`config.mk`:
```
export PLATFORM = sky130hd
export DESIGN_NAME = mem_port_arbiter
export DESIGN_NICKNAME = d
export VERILOG_FILES = /design/src/rtl/mem_port_arbiter.sv
export SDC_FILE = /design/constraint.sdc
export NUM_CORES = 1
export LEC_CHECK = 0
export ABC_AREA = 0
export BUFFER_PORTS_ARGS = -buffer_cell sky130_fd_sc_hd__clkbuf_2
export CAP_MARGIN = 20
export CELL_PAD_IN_SITES_DETAIL_PLACEMENT = 1
export CELL_PAD_IN_SITES_GLOBAL_PLACEMENT = 2
export CORE_AREA = 2 2 587 589
export CTS_CLUSTER_SIZE = 40
export DETAILED_ROUTE_END_ITERATION = 6
export DIE_AREA = 0 0 589 591
export HOLD_SLACK_MARGIN = 0.06
export PLACE_DENSITY_LB_ADDON = 0.1
export SLEW_MARGIN = 20
export SYNTH_ARGS = -nofsm -noshare
export SYNTH_HDL_FRONTEND = slang
export SYNTH_SLANG_ARGS = --single-unit
```
`constraint.sdc`:
```
create_clock -name clk_i -period 3.9 [get_ports clk_i]
set_input_delay 0.975 -clock clk_i [delete_from_list [all_inputs] [get_ports clk_i]]
set_output_delay 0.975 -clock clk_i [all_outputs]
set_load 0.01 [all_outputs]
```
`src/rtl/mem_port_arbiter.sv`:
```
// mem_port_arbiter
// ----------------
// Shares the single main-memory port between three block requesters:
// icache reads (IC), dcache reads (DR) and dcache writebacks (DW).
// Only one transaction is in flight at a time. Winners are picked
// round-robin in IDLE, and a response watchdog bounds the wait for
// read data.
//
// Build option:
//   ARB_WRITE_PRIORITY_EN - when defined, a pending writeback always wins.
//                           IC and DR then alternate between themselves only.
//
// Ports:
//   clk_i, rst_n_i            clock, asynchronous active-low reset
//   ic_req_*                  icache read request (valid/ready/addr)
//   ic_resp_*                 icache response pulse + block data
//   dc_rd_*                   dcache read request (valid/ready/addr)
//   dc_resp_*                 dcache response pulse + address + block data
//   dc_wr_*                   dcache writeback request (valid/ready/addr/data)
//   mem_rd_* / mem_wr_*       one-cycle request pulses to main memory
//   mem_resp_*                main-memory read response
//   busy_o                    a transaction is in progress
//   timeout_o                 one-cycle pulse when the watchdog gives up

module mem_port_arbiter #(
    parameter int ADDR_W         = 32,
    parameter int BLOCK_DW       = 256,
    parameter int TIMEOUT_CYCLES = 1023
) (
    input  logic                clk_i,
    input  logic                rst_n_i,

    input  logic                ic_req_valid_i,
    output logic                ic_req_ready_o,
    input  logic [ADDR_W-1:0]   ic_req_addr_i,
    output logic                ic_resp_valid_o,
    output logic [BLOCK_DW-1:0] ic_resp_data_o,

    input  logic                dc_rd_valid_i,
    output logic                dc_rd_ready_o,
    input  logic [ADDR_W-1:0]   dc_rd_addr_i,
    output logic                dc_resp_valid_o,
    output logic [ADDR_W-1:0]   dc_resp_addr_o,
    output logic [BLOCK_DW-1:0] dc_resp_data_o,

    input  logic                dc_wr_valid_i,
    output logic                dc_wr_ready_o,
    input  logic [ADDR_W-1:0]   dc_wr_addr_i,
    input  logic [BLOCK_DW-1:0] dc_wr_data_i,

    output logic                mem_rd_valid_o,
    output logic [ADDR_W-1:0]   mem_rd_addr_o,
    output logic                mem_wr_valid_o,
    output logic [ADDR_W-1:0]   mem_wr_addr_o,
    output logic [BLOCK_DW-1:0] mem_wr_data_o,
    input  logic                mem_resp_valid_i,
    input  logic [BLOCK_DW-1:0] mem_resp_data_i,

    output logic                busy_o,
    output logic                timeout_o
);

    // Watchdog counter; a 1-bit stub keeps the width legal when disabled.
    localparam bit WDOG_EN = (TIMEOUT_CYCLES > 0);
    localparam int CNT_W   = WDOG_EN ? $clog2(TIMEOUT_CYCLES + 1) : 1;
    // Fire on the wait cycle whose increment makes the count reach
    // TIMEOUT_CYCLES, so exactly TIMEOUT_CYCLES wait cycles elapse.
    localparam logic [CNT_W-1:0] CNT_LAST = WDOG_EN ? CNT_W'(TIMEOUT_CYCLES - 1) : '0;

    localparam logic [1:0] IDX_IC = 2'd0;
    localparam logic [1:0] IDX_DR = 2'd1;
    localparam logic [1:0] IDX_DW = 2'd2;

    typedef enum logic [2:0] {
        IDLE    = 3'd0,
        RD_REQ  = 3'd1,
        RD_WAIT = 3'd2,
        WR_REQ  = 3'd3,
        RESP    = 3'd4
    } state_t;

    state_t              state_q, state_d;
    logic [1:0]          last_q;
    logic [1:0]          gnt_q;
    logic [ADDR_W-1:0]   addr_q;
    logic [BLOCK_DW-1:0] wdata_q;
    logic [CNT_W-1:0]    cnt_q;
    logic                timeout_q;
    logic [BLOCK_DW-1:0] ic_data_q;
    logic [BLOCK_DW-1:0] dc_data_q;
    logic [ADDR_W-1:0]   dc_addr_q;

    logic [2:0]          vld;
    logic [1:0]          win_idx;
    logic                win_any;
    logic                arb_en;
    logic                accept;
    logic                resp_hit;
    logic                to_hit;

    assign vld = {dc_wr_valid_i, dc_rd_valid_i, ic_req_valid_i};

    // ------------------------------------------------------------------
    // Winner selection (combinational, used only in IDLE)
    // ------------------------------------------------------------------
`ifdef ARB_WRITE_PRIORITY_EN
    // Writebacks first; IC/DR alternate. last_q never holds DW here except
    // out of reset, where it is treated like DR so IC goes first.
    always_comb begin
        win_idx = IDX_IC;
        win_any = 1'b0;
        if (vld[IDX_DW]) begin
            win_idx = IDX_DW;
            win_any = 1'b1;
        end else if (last_q == IDX_IC) begin
            if (vld[IDX_DR]) begin
                win_idx = IDX_DR;
                win_any = 1'b1;
            end else if (vld[IDX_IC]) begin
                win_idx = IDX_IC;
                win_any = 1'b1;
            end
        end else begin
            if (vld[IDX_IC]) begin
                win_idx = IDX_IC;
                win_any = 1'b1;
            end else if (vld[IDX_DR]) begin
                win_idx = IDX_DR;
                win_any = 1'b1;
            end
        end
    end
`else
    logic [1:0] p0, p1, p2;

    // Priority order starts at (last+1) mod 3 and wraps.
    always_comb begin
        p0 = IDX_IC;
        p1 = IDX_DR;
        p2 = IDX_DW;
        case (last_q)
            IDX_IC: begin p0 = IDX_DR; p1 = IDX_DW; p2 = IDX_IC; end
            IDX_DR: begin p0 = IDX_DW; p1 = IDX_IC; p2 = IDX_DR; end
            default: begin p0 = IDX_IC; p1 = IDX_DR; p2 = IDX_DW; end
        endcase
    end

    always_comb begin
        win_idx = p0;
        win_any = 1'b1;
        if (vld[p0])      win_idx = p0;
        else if (vld[p1]) win_idx = p1;
        else if (vld[p2]) win_idx = p2;
        else              win_any = 1'b0;
    end
`endif

    // Gating with rst_n_i keeps ready low while reset is held, even though
    // the requesters may still be presenting valid.
    assign arb_en = (state_q == IDLE) && rst_n_i;
    assign accept = arb_en && win_any;

    assign ic_req_ready_o = accept && (win_idx == IDX_IC);
    assign dc_rd_ready_o  = accept && (win_idx == IDX_DR);
    assign dc_wr_ready_o  = accept && (win_idx == IDX_DW);

    // ------------------------------------------------------------------
    // Next-state logic
    // ------------------------------------------------------------------
    always_comb begin
        state_d  = state_q;
        resp_hit = 1'b0;
        to_hit   = 1'b0;
        case (state_q)
            IDLE: begin
                if (accept)
                    state_d = (win_idx == IDX_DW) ? WR_REQ : RD_REQ;
            end
            RD_REQ: state_d = RD_WAIT;
            RD_WAIT: begin
                // A response on the last allowed cycle still wins.
                if (mem_resp_valid_i) begin
                    resp_hit = 1'b1;
                    state_d  = RESP;
                end else if (WDOG_EN && (cnt_q == CNT_LAST)) begin
                    to_hit  = 1'b1;
                    state_d = RESP;
                end
            end
            WR_REQ:  state_d = IDLE;
            RESP:    state_d = IDLE;
            default: state_d = IDLE;
        endcase
    end

    // ------------------------------------------------------------------
    // State and datapath registers
    // ------------------------------------------------------------------
    always_ff @(posedge clk_i or negedge rst_n_i) begin
        if (!rst_n_i) begin
            state_q   <= IDLE;
            last_q    <= IDX_DW;
            gnt_q     <= IDX_IC;
            addr_q    <= '0;
            wdata_q   <= '0;
            cnt_q     <= '0;
            timeout_q <= 1'b0;
            ic_data_q <= '0;
            dc_data_q <= '0;
            dc_addr_q <= '0;
        end else begin
            state_q   <= state_d;
            timeout_q <= to_hit;

            if (accept) begin
                gnt_q <= win_idx;
`ifdef ARB_WRITE_PRIORITY_EN
                if (win_idx != IDX_DW)
                    last_q <= win_idx;
`else
                last_q <= win_idx;
`endif
                case (win_idx)
                    IDX_IC:  addr_q <= ic_req_addr_i;
                    IDX_DR:  addr_q <= dc_rd_addr_i;
                    default: begin
                        addr_q  <= dc_wr_addr_i;
                        wdata_q <= dc_wr_data_i;
                    end
                endcase
            end

            // Counter saturates instead of wrapping when the watchdog is off.
            if (state_q == RD_REQ)
                cnt_q <= '0;
            else if ((state_q == RD_WAIT) && !resp_hit && (cnt_q != {CNT_W{1'b1}}))
                cnt_q <= cnt_q + 1'b1;

            // Per-port data registers so each port's data holds until its
            // own next response, not the other port's.
            if (resp_hit || to_hit) begin
                if (gnt_q == IDX_IC) begin
                    ic_data_q <= resp_hit ? mem_resp_data_i : '0;
                end else begin
                    dc_data_q <= resp_hit ? mem_resp_data_i : '0;
                    dc_addr_q <= addr_q;
                end
            end
        end
    end

    // ------------------------------------------------------------------
    // Outputs
    // ------------------------------------------------------------------
    assign mem_rd_valid_o  = (state_q == RD_REQ);
    assign mem_rd_addr_o   = addr_q;
    assign mem_wr_valid_o  = (state_q == WR_REQ);
    assign mem_wr_addr_o   = addr_q;
    assign mem_wr_data_o   = wdata_q;

    assign ic_resp_valid_o = (state_q == RESP) && (gnt_q == IDX_IC);
    assign ic_resp_data_o  = ic_data_q;
    assign dc_resp_valid_o = (state_q == RESP) && (gnt_q == IDX_DR);
    assign dc_resp_addr_o  = dc_addr_q;
    assign dc_resp_data_o  = dc_data_q;

    assign busy_o          = (state_q != IDLE);
    assign timeout_o       = timeout_q;

endmodule

```
### Yosys cells after proc, flatten, opt, wreduce, memory -nomap -nowiden

Index checks and enable logic that the tools add are counted.

* register bits: 850
* output and inout port bits: 873
* logic and storage cells: 79

* add/sub/neg operators: 1
* order comparisons: 3
* equal/unequal tests: 12
* mux-type cells: 29
* bitwise logic cells: 2
* reductions and logical operators: 22

Operators by type and width (number)
* two-way mux 256 bit: 1
* case mux 32 bit (2 select lines): 1
* two-way mux 10 bit: 2
* case mux 2 bit (2 select lines): 3
* two-way mux 1 bit: 11
* adder 10 x 1 -> 10 bit, second input constant: 1
* equality test 10 bit, second input constant: 1
* != test 10 bit, second input constant: 1
* logical AND 1 bit: 9
* < comparator 2 x 3 -> 1 bit, second input constant: 3
* two-way mux 3 bit: 3
* case mux 3 bit (3 select lines): 1
* two-way mux 2 bit: 4
* AND reduction 2 bit: 4
* binary-select mux 1 bit (select 2 bit): 3
* equality test 2 x 1 -> 1 bit, second input constant: 3
* equality test 3 x 2 -> 1 bit, second input constant: 2
* zero test 2 bit: 3
* equality test 3 x 1 -> 1 bit, second input constant: 1
* equality test 3 bit, second input constant: 1
* zero test 3 bit: 1
* != test 3 bit, second input constant: 1
* nonzero test 3 bit: 1
* equality test 2 bit, second input constant: 1
* 6 further kinds: 7

### Longest topological paths before layout

Gate-level depths: netlist (run 1).

* depth in word-level cells: 11
* gate-level depth with buffers: 9
* gate-level depth less buffers: 6

### Worst setup path before layout (run 1)

OpenSTA, ideal clock, no wires.

* path kind: input-to-output
* from: input port dc_wr_valid_i
* to: output port ic_req_ready_o
* arrival time: 2.182 ns
* data required time: 2.925 ns
* setup slack: 0.743 ns
* stages on the path: 6
* cell sequence: o31ai_1 or2_2 inv_2 clkbuf_1 buf_1 and2_1

* word-level cells in the longest chain between the ends: 7

Ends and longest elaborated chain
* start, declared: RTL line 46 `input logic dc_wr_valid_i,`
* binary-select mux 1 bit (select 2 bit): RTL line 153 `else if (vld[p2]) win_idx = p2;`
* two-way mux 1 bit (implied by the code): RTL line 153
* two-way mux 2 bit / two-way mux 1 bit (equally long branches): RTL line 153
* two-way mux 2 bit / two-way mux 1 bit (equally long branches): RTL line 152 `else if (vld[p1]) win_idx = p1;`
* two-way mux 2 bit / two-way mux 1 bit (equally long branches): RTL line 151 `if (vld[p0]) win_idx = p0;`
* zero test 2 bit / logical AND 1 bit (equally long branches): RTL line 163, 161
* logical AND 1 bit *: RTL line 163 `assign ic_req_ready_o = accept && (win_idx == IDX_IC);`
* end, declared: RTL line 34 `output logic ic_req_ready_o,`

Every way passes the cells marked *; elsewhere a longest branch is shown, timed or not. The select of a mux whose other input is x is not followed.

### Worst setup path in the final report (run 1)

* from: register state_q[0]
* to: output port dc_wr_ready_o

* word-level cells in the longest chain between the ends: 4

Ends and longest elaborated chain
* start, declared: RTL line 82 `state_t state_q, state_d;`
* start signal, assigned: RTL line 212 `state_q <= state_d;`
* zero test 3 bit: RTL line 160 `assign arb_en = (state_q == IDLE) && rst_n_i;`
* logical AND 1 bit: RTL line 160
* logical AND 1 bit: RTL line 161 `assign accept = arb_en && win_any;`
* logical AND 1 bit: RTL line 165 `assign dc_wr_ready_o = accept && (win_idx == IDX_DW);`
* end, declared: RTL line 47 `output logic dc_wr_ready_o,`

Every way passes these cells.

==> results of run 1 <==
## per-layer routing
metal / part of all wire, % / global-route usage, % / vias to the layer above
li1: - / - / 10700
met1: 35 / 10.9 / 12700
met2: 50 / 19.3 / 1100
met3: 12 / 5.93 / 324
met4: 3.0 / 3.52 / 98
met5: 0.32 / 0 / -
## timing repair
item                       4_1_cts  5_1_grt
gates resized for setup          3        1
setup endpoints to repair        3        1
cloned                           0        0
## state kept, by name (all words and copies together), names as in the netlist
name            flops
cnt_q              10
dc_resp_addr_o     32
dc_resp_data_o    256
gnt_q               1
ic_resp_data_o    256
last_q              2
mem_rd_addr_o      32
mem_wr_data_o     256
state_q             3
timeout_o           1
## final cells by class
type                       count  area (µm²)  share of cell area, %
sequential                   849       21200                   43.9
multi-input combinational    980        8970                   18.5
timing repair buffer        1560        8280                   17.1
tap                         4557        5700                   11.8
clock buffer                 190        3680                   7.61
clock inverter                32         390                  0.807
antenna                       29        72.6                  0.150
inverter                       8        35.0                 0.0724
## where the power goes
part	switching (W)	total (W)	internal (W)
logic	0.00904	0.0157	0.00662
clock network	0.00471	0.0116	0.00685
registers	0.00274	0.0157	0.0129
## cell usage in the layout (no fill, tap or decap), types with 2 or more instances in the layout
cell	netlist	routed
clkbuf_2	0	1485
dfrtp_1	848	847
a22o_1	512	512
mux2_2	269	269
clkbuf_16	0	126
buf_4	33	52
nor2_1	41	41
a21oi_1	36	35
clkbuf_1	30	35
a222oi_1	32	32
diode_2	0	29
clkbuf_8	0	29
buf_12	0	22
clkinv_2	0	21
mux2_1	19	19
inv_1	6	6
nand2_1	7	6
bufinv_16	0	6
o21ai_0	5	5
or3b_2	3	3
nand4_1	3	3
nand3_1	3	3
xnor2_1	3	3
or3_1	3	3
a21o_1	3	3
clkinv_16	0	3
nor3b_1	2	2
o31ai_1	2	2
and2_1	4	2
nor4b_1	2	2
and2_4	0	2
and4_1	2	2
a31oi_1	2	2
ha_1	2	2
clkinvlp_4	0	2
## final timing paths
check	depth (start not counted)	to	start	slack, ns
min in group clk_i	2	mem_wr_data_o[246]	dc_wr_data_i[246]	0.33
min reg2reg	1	mem_wr_data_o[24]	mem_wr_data_o[24]	0.49
min	2	dc_resp_data_o[25]	rst_n_i	0.26
max reg2reg	5	ic_resp_data_o[67]	state_q[0]	0.97
max	6	dc_wr_ready_o	state_q[0]	0.22
max in group asynchronous	4	mem_rd_addr_o[20]	rst_n_i	1.94
## through the flow
| step | instances | setup WS [ns] |
|---|---|---|
| finish | 8205 | 0.221 |
| global route | 8186 | 0.00948 |
| CTS | 8176 | 0.0135 |
| detailed placement | 7954 | 0.351 |
| global placement | 7954 | 0.432 |
| floorplan | 2036 | 0.743 |
## kinds of logic (layout without fill, tap and decap cells)
logic type,Yosys count,in the layout,share of synthesized area (%)
compound gates,604,604,16.4
xor+xnor,4,4,0.111
fa+ha+maj,2,2,0.0796
buf+inv,207,1790,4.08
flops,849,849,67.6
mux,289,289,10.3
other cells,0,29,0
simple gates,81,81,1.37
## synth_stat cells (all sizes together), types with 3 or more instances
cell type,number,area share [%]
a22o,512,14
o21ai,5,0.080
xnor2,3,0.084
nand3,3,0.048
mux2,288,10
a222oi,32,1.0
nor4b,3,0.10
or3,3,0.060
buf,169,3.6
inv,7,0.084
clkbuf,30,0.36
dfrtp,848,67
nand4,3,0.060
a21oi,36,0.57
a21o,3,0.072
or3b,3,0.084
nand2,7,0.084
nor2,41,0.49
and2,4,0.080
==> impl_metrics.toml, run 1 <==
[timing]
rsz0062_at_grt = "no"
fin_crit_sh_pct = 94.3
fmax_ghz = 0.272
whs_ns = 0.255
finClkSkew_ns = 0.0728
hold_viol_final = 0
setup_tns_ns = 0
period_minus_slack_ns = 3.68
worst_pin_slew_ns = 0.974
setup-violations-final = 0
slew_headroom_pct = 35.1
maxSlewViolCount = 0

[clock_tree]
cts_tree = "done"
htree_levels = 3
clk_pin_slew_ns = 0.06
root_buffer = "clkbuf_16"
cts_setup_buffers = 0
cts.sinks = 849
cts_inserted_buffers = 125
cts_hold_buf = 0
clock_path_buffers = 4
clock_latency_ns = 0.87

[drt]
wire_per_inst_um = 23.9
ant_nets = 0
dr.pass1.iters = 6
vias = 24900
drtIter0Drc = 1059
drc = 0
wl_um = 196000
vias_per_cell = 3.03

[worst_setup_path]
critPathTopFamily = "simple AND/OR/NAND/NOR gates"
cp_slowest_cell = "dfrtp_1"
critical_path_class = "reg2out"
crit_chain = "nor3_2, inv_1, or2_2, inv_6, and2_4, clkbuf_2"
critPathMaxStageDelay_ns = 0.48
cp_max_fo = 21
cp.required_ns = 2.92
start_kind = "flop"
endpoint_kind = "output port"
path_buf_inv = 3
crit_arrival_ns = 2.70

[floorplanning]
ios = 1487
fp.coreArea_um2 = 342000
start_util_pct = 9.20
fp.dieH_um = 591
die_area_um2 = 348000
rows = 215
die_w_um = 589

[power]
total_power_w = 0.0429
ir_worst_vdd_uv = 377
p_leak_nw = 23.2
p_per_area_nw_per_um2 = 886

[logic_synthesis]
synthesis.area_um2 = 31400
synthArstFlopShare_pct = 100
syn_inst = 2036
ys.flop_type = "dfrtp_1"
synthesis.nets = 2652
synth_cell_type_count = 54
avgSynthCellArea_um2 = 15.4
synth-seq-area-share_pct = 67.6
yosysWarnings = 0
synth-seq-cells = 849
synth_edf_count = 0

[layout]
nNetsFinal = 4140
fin_area_um2 = 48400
area_delta_synth_final_pct = 53.9
final_util_pct = 14.1
fill_cells = 39200
drive_gt1_share_pct = 56.2

[global_routing]
grt_antenna_before_repair = 92
grt_max_degree = 121
grt_usage_pct = 10.9
grt_pass1_wl_um = 261000
grt_pass1_vias = 27300
overflow = 0

[job]
maxCapViolations = 0

[placed_design]
dp_hpwl_um = 150000
port_buffers = 1486
gp_congestion = 0.721
placed_area_um2 = 44200

[hold_path]
hp-class = "in2async"

[status]
outcome = "finished, final reports clean"
Power figures use the tool's default switching activity.
==> inputs of run 2 (changes only) <==
--- a/config.mk
+++ b/config.mk
@@ -10,10 +10,11 @@
 export CAP_MARGIN = 20
 export CELL_PAD_IN_SITES_DETAIL_PLACEMENT = 1
 export CELL_PAD_IN_SITES_GLOBAL_PLACEMENT = 2
-export CORE_AREA = 2 2 587 589
+export CORE_AREA = 2 2 578 580
+export CTS_BUF_LIST = sky130_fd_sc_hd__clkbuf_4
 export CTS_CLUSTER_SIZE = 40
 export DETAILED_ROUTE_END_ITERATION = 6
-export DIE_AREA = 0 0 589 591
+export DIE_AREA = 0 0 580 582
 export HOLD_SLACK_MARGIN = 0.06
 export PLACE_DENSITY_LB_ADDON = 0.1
 export SLEW_MARGIN = 20
==> run 2 against run 1 <==
Sequential share of layout area fell by 4.7 points. Clock power decreased by 8%. Combinational power is 7% higher. Register-to-register slack got worse by 0.13 ns. Die area is 3.0% lower. Core utilization grew 2.2 points. Total power increased by 0.85%.
==> impl_metrics.toml, run 2 (synthesis gave the netlist of run 1 again) <==
[power]
ir_worst_vdd_uv = 256
p_leak_nw = 26.1
p_per_area_nw_per_um2 = 798

[floorplanning]
fp.dieH_um = 582
fp.coreArea_um2 = 332000
die_w_um = 580
die_area_um2 = 338000
rows = 212
start_util_pct = 9.47
ios = 1487

[clock_tree]
htree_levels = 5
root_buffer = "clkbuf_4"
clk_pin_slew_ns = 0.07
clock_latency_ns = 1.25
cts_tree = "done"
cts_inserted_buffers = 305
cts.sinks = 849
clock_path_buffers = 4

[worst_setup_path]
cp_max_fo = 9
critical_path_class = "reg2out"
critPathMaxStageDelay_ns = 0.50
start_kind = "flop"
cp_slowest_cell = "dfrtp_2"
path_buf_inv = 1
crit_chain = "nand2b_1, a311o_2, and2_4, clkbuf_8"
cp.required_ns = 2.92
crit_arrival_ns = 2.64
endpoint_kind = "output port"
critPathTopFamily = "flip-flops"

[hold_path]
hp-class = "in2reg"

[layout]
drive_gt1_share_pct = 52.6
layout_common_cells = "clkbuf_2 (1481), dfrtp_1 (844), dlygate4sd3_1 (578)"
area_delta_synth_final_pct = 72.4
final_common_cell = "clkbuf_2"
final_util_pct = 16.3
nNetsFinal = 4925
fin_area_um2 = 54200

[global_routing]
grt_max_degree = 131
grt_pass1_wl_um = 279000
grt_usage_pct = 11.8
grt_pass1_vias = 32000
overflow = 0
grt_antenna_before_repair = 66

[status]
outcome = "finished, final reports clean"

[timing]
setup-violations-final = 0
maxSlewViolCount = 0
worst_pin_slew_ns = 0.909
rsz0062_at_grt = "no"
fmax_ghz = 0.276
slew_headroom_pct = 39.4
period_minus_slack_ns = 3.62
fin_crit_sh_pct = 92.7
hold_viol_final = 0
finClkSkew_ns = 0.0795

[placed_design]
gp_congestion = 0.728
port_buffers = 1486
placed_area_um2 = 44200
dp_hpwl_um = 155000

[drt]
dr.pass1.iters = 5
drc = 0
ant_nets = 0
vias = 28400
wire_per_inst_um = 22.9
wl_um = 205000
vias_per_cell = 3.17
drtIter0Drc = 999

[job]
maxCapViolations = 0
==> run 2: power breakdown <==
| part | leakage [nW] | total [W] | internal [W] | switching, W |
|---|---|---|---|---|
| Sequential | 10.5 | 0.0157 | 0.0129 | 0.00281 |
| Combinational | 13.3 | 0.0168 | 0.00726 | 0.00955 |
| Clock | 2.35 | 0.0107 | 0.00577 | 0.00492 |
==> run 2: what timing repair did <==
action                                  in CTS  in global routing
hold buffers                               578                  0
buffers inserted                             8                  0
hold endpoints to repair                   901                  0
pin swaps                                    2                  1
gates resized for setup                     24                  1
endpoints found under the setup margin       4                  1
==> run 2: layout make-up <==
type | instances | area (µm²)
fill | 38200 | 278000
sequential | 849 | 21300
timing repair buffer | 2165 | 14400
multi-input combinational | 980 | 9000
tap | 4387 | 5490
clock buffer | 478 | 3590
clock inverter | 48 | 338
antenna | 39 | 97.6
inverter | 8 | 37.5
==> run 2: worst paths after layout <==
kind	from	to	slack [ns]	cells after the start
worst max-delay path	last_q[0]	dc_wr_ready_o	0.28	4
worst max register to register	state_q[2]	ic_resp_data_o[105]	0.84	7
max in group asynchronous	rst_n_i	last_q[0]	1.33	5
worst min register to register	mem_wr_data_o[32]	mem_wr_data_o[32]	0.49	1
worst min-delay path	rst_n_i	state_q[1]	0.36	4
min in group asynchronous	rst_n_i	mem_wr_data_o[7]	0.97	4
==> run 2: per-stage QoR <==
step | TNS (ns) | hold slack [ns] | power, W | setup WS, ns | std cells
detailed placement | 0 | 0.478 | 0.0327 | 0.498 | 7803
finish | 0 | 0.358 | 0.0432 | 0.283 | 8954
global placement | 0 | 0.470 | 0.0327 | 0.480 | 7803
global route | 0 | 0.202 | 0.0465 | 0.0175 | 8940
CTS | -0.0352 | 0.134 | 0.0449 | -0.0323 | 8915
floorplan | 0 | 0.525 | 0.0226 | 0.743 | 2036
==> run 2: worst reg2reg max path, delay by kind of cell (launching register included) <==
kind	cells	cell delay [ns]
buf+inv	4	1.23
flops	1	0.44
simple gates	2	1.11
compound gates	1	0.23
==> run 2: routing by layer <==
metal | share of wire (%) | up-vias | global-route usage [%]
met2 | 49 | 1319 | 20.1
met4 | 3.7 | 42 | 4.40
met3 | 9.7 | 379 | 5.24
li1 | - | 12500 | -
met1 | 38 | 14200 | 12.7
met5 | 0.13 | - | 0
==> inputs of run 3 (changes only) <==
--- a/config.mk
+++ b/config.mk
@@ -16,7 +16,7 @@
 export DETAILED_ROUTE_END_ITERATION = 6
 export DIE_AREA = 0 0 580 582
 export HOLD_SLACK_MARGIN = 0.06
-export PLACE_DENSITY_LB_ADDON = 0.1
+export PLACE_DENSITY = 0.37
 export SLEW_MARGIN = 20
 export SYNTH_ARGS = -nofsm -noshare
 export SYNTH_HDL_FRONTEND = slang
==> run 3 against run 2 <==
Sequential power hardly changed. Sequential cell count did not move. Worst hold slack lost 0.012 ns. Core utilization down 0.22 points. Critical path type unchanged. Critical path depth grew 2. Fmax up 0.76%. Via count up 0.66%. First-iteration DRC count grew 20%. Global-route usage rose by 0.64 points.
==> impl_metrics.toml, run 3 (synthesis gave the netlist of run 1 again) <==
[drt]
vias = 28600
drc = 0
drtIter0Drc = 1201
dr.pass1.iters = 6
wl_um = 216000
vias_per_cell = 3.22
ant_nets = 0
wire_per_inst_um = 24.4

[floorplanning]
fp.dieH_um = 582
die_area_um2 = 338000
die_w_um = 580
start_util_pct = 9.47
ios = 1487
fp.coreArea_um2 = 332000
rows = 212

[layout]
final_util_pct = 16.1
final_common_cell = "clkbuf_2"
area_delta_synth_final_pct = 70.1
drive_gt1_share_pct = 51.7
nNetsFinal = 4894
layout_common_cells = "clkbuf_2 (1483), dfrtp_1 (846), dlygate4sd3_1 (579)"

[global_routing]
grt_max_degree = 155
overflow = 0
grt_pass1_vias = 31600
grt_usage_pct = 12.4
grt_pass1_wl_um = 291000
grt_antenna_before_repair = 98

[clock_tree]
cts_inserted_buffers = 285
root_buffer = "clkbuf_4"
clock_latency_ns = 1.28
cts_tree = "done"
clk_pin_slew_ns = 0.06
clock_path_buffers = 4
cts.sinks = 849
htree_levels = 5

[placed_design]
place_ws_ns = 0.475
gp_congestion = 0.860
port_buffers = 1486
dp_hpwl_um = 170000

[status]
outcome = "finished, final reports clean"

[timing]
fin_crit_sh_pct = 92.0
maxSlewViolCount = 0
hold_viol_final = 0
fmax_ghz = 0.279
finClkSkew_ns = 0.0929
worst_pin_slew_ns = 1.00
whs_ns = 0.346
slew_headroom_pct = 33.1
fin_ws_ns = 0.310
period_minus_slack_ns = 3.59
setup-violations-final = 0

[worst_setup_path]
endpoint_kind = "output port"
critical_path_class = "reg2out"
start_kind = "flop"
cp_max_fo = 8
crit_arrival_ns = 2.61
crit_chain = "nor3_2, inv_1, or2_4, inv_4, and2_4, clkbuf_2"
critPathMaxStageDelay_ns = 0.47
cp_slowest_cell = "dfrtp_1"
cp.required_ns = 2.92

[power]
ir_worst_vdd_uv = 259
p_per_area_nw_per_um2 = 792
p_leak_nw = 25.7
total_power_w = 0.0424

[hold_path]
hp-class = "in2reg"

[job]
maxCapViolations = 0
-- run 3: changes by cell type in the layout (fill, tap and decap cells not counted), moves of 2 or more --
cell,delta
clkbuf_4,-72
buf_12,-8
buf_4,-5
inv_2,+3
clkbuf_2,+2
clkinvlp_4,-2
dfrtp_1,+2
dfrtp_2,-2
diode_2,-2
inv_6,-2
-- run 3: path summary, 6_finish.rpt --
check	startpoint	end	slack [ns]	cells past startpoint
max reg2reg	state_q[2]	ic_resp_data_o[191]	1.03	7
max	state_q[0]	dc_rd_ready_o	0.31	6
max in group asynchronous	rst_n_i	ic_resp_data_o[55]	0.56	8
min reg2reg	mem_wr_data_o[28]	mem_wr_data_o[28]	0.49	1
min	dc_wr_addr_i[25]	mem_rd_addr_o[25]	0.35	4
min in group asynchronous	rst_n_i	mem_wr_data_o[209]	0.84	5
-- run 3: layout make-up --
class                      instances  area, µm²
clock inverter                    49        352
sequential                       849      21200
timing repair buffer            2154      14200
inverter                           8       37.5
multi-input combinational        980       8980
fill                           38300     278000
antenna                           37       92.6
clock buffer                     407       3060
tap                             4387       5490
-- run 3: per-layer routing --
layer	up-vias	global-route usage, %	wire, µm
met5	-	0	341
met4	52	3.52	5850
met3	377	4.99	19300
met2	1340	21.0	104000
met1	14500	14.4	86500
li1	12400	-	-
-- run 3: report_power, final --
group	leakage (nW)	switching, W	internal, W
clock	2.04	0.00453	0.00505
combinational	13.2	0.00975	0.00720
sequential	10.5	0.00292	0.0129
total	25.7	0.0172	0.0252
-- run 3: per-stage QoR --
stage	setup TNS, ns	instance area, µm²	instances
global route	-0.00832	53400	8854
finish	0	53500	8871
global placement	0	44000	7787
detailed placement	0	44000	7787
floorplan	0	31400	2036
CTS	-0.0484	53400	8834
-- run 3: worst max-delay path: cells and delay by family, from the launching register on --
family	cells	cell delay, ns
AND/OR/NAND/NOR	3	0.66
flip-flops	1	0.47
buffers and inverters	3	0.29
-- run 3: what timing repair did --
item	CTS	global route
hold buffers	583	0
pin swaps	3	1
resized for setup	14	1
endpoints found under the hold margin	876	0
buffers inserted	8	1
endpoints found under the setup margin	4	1
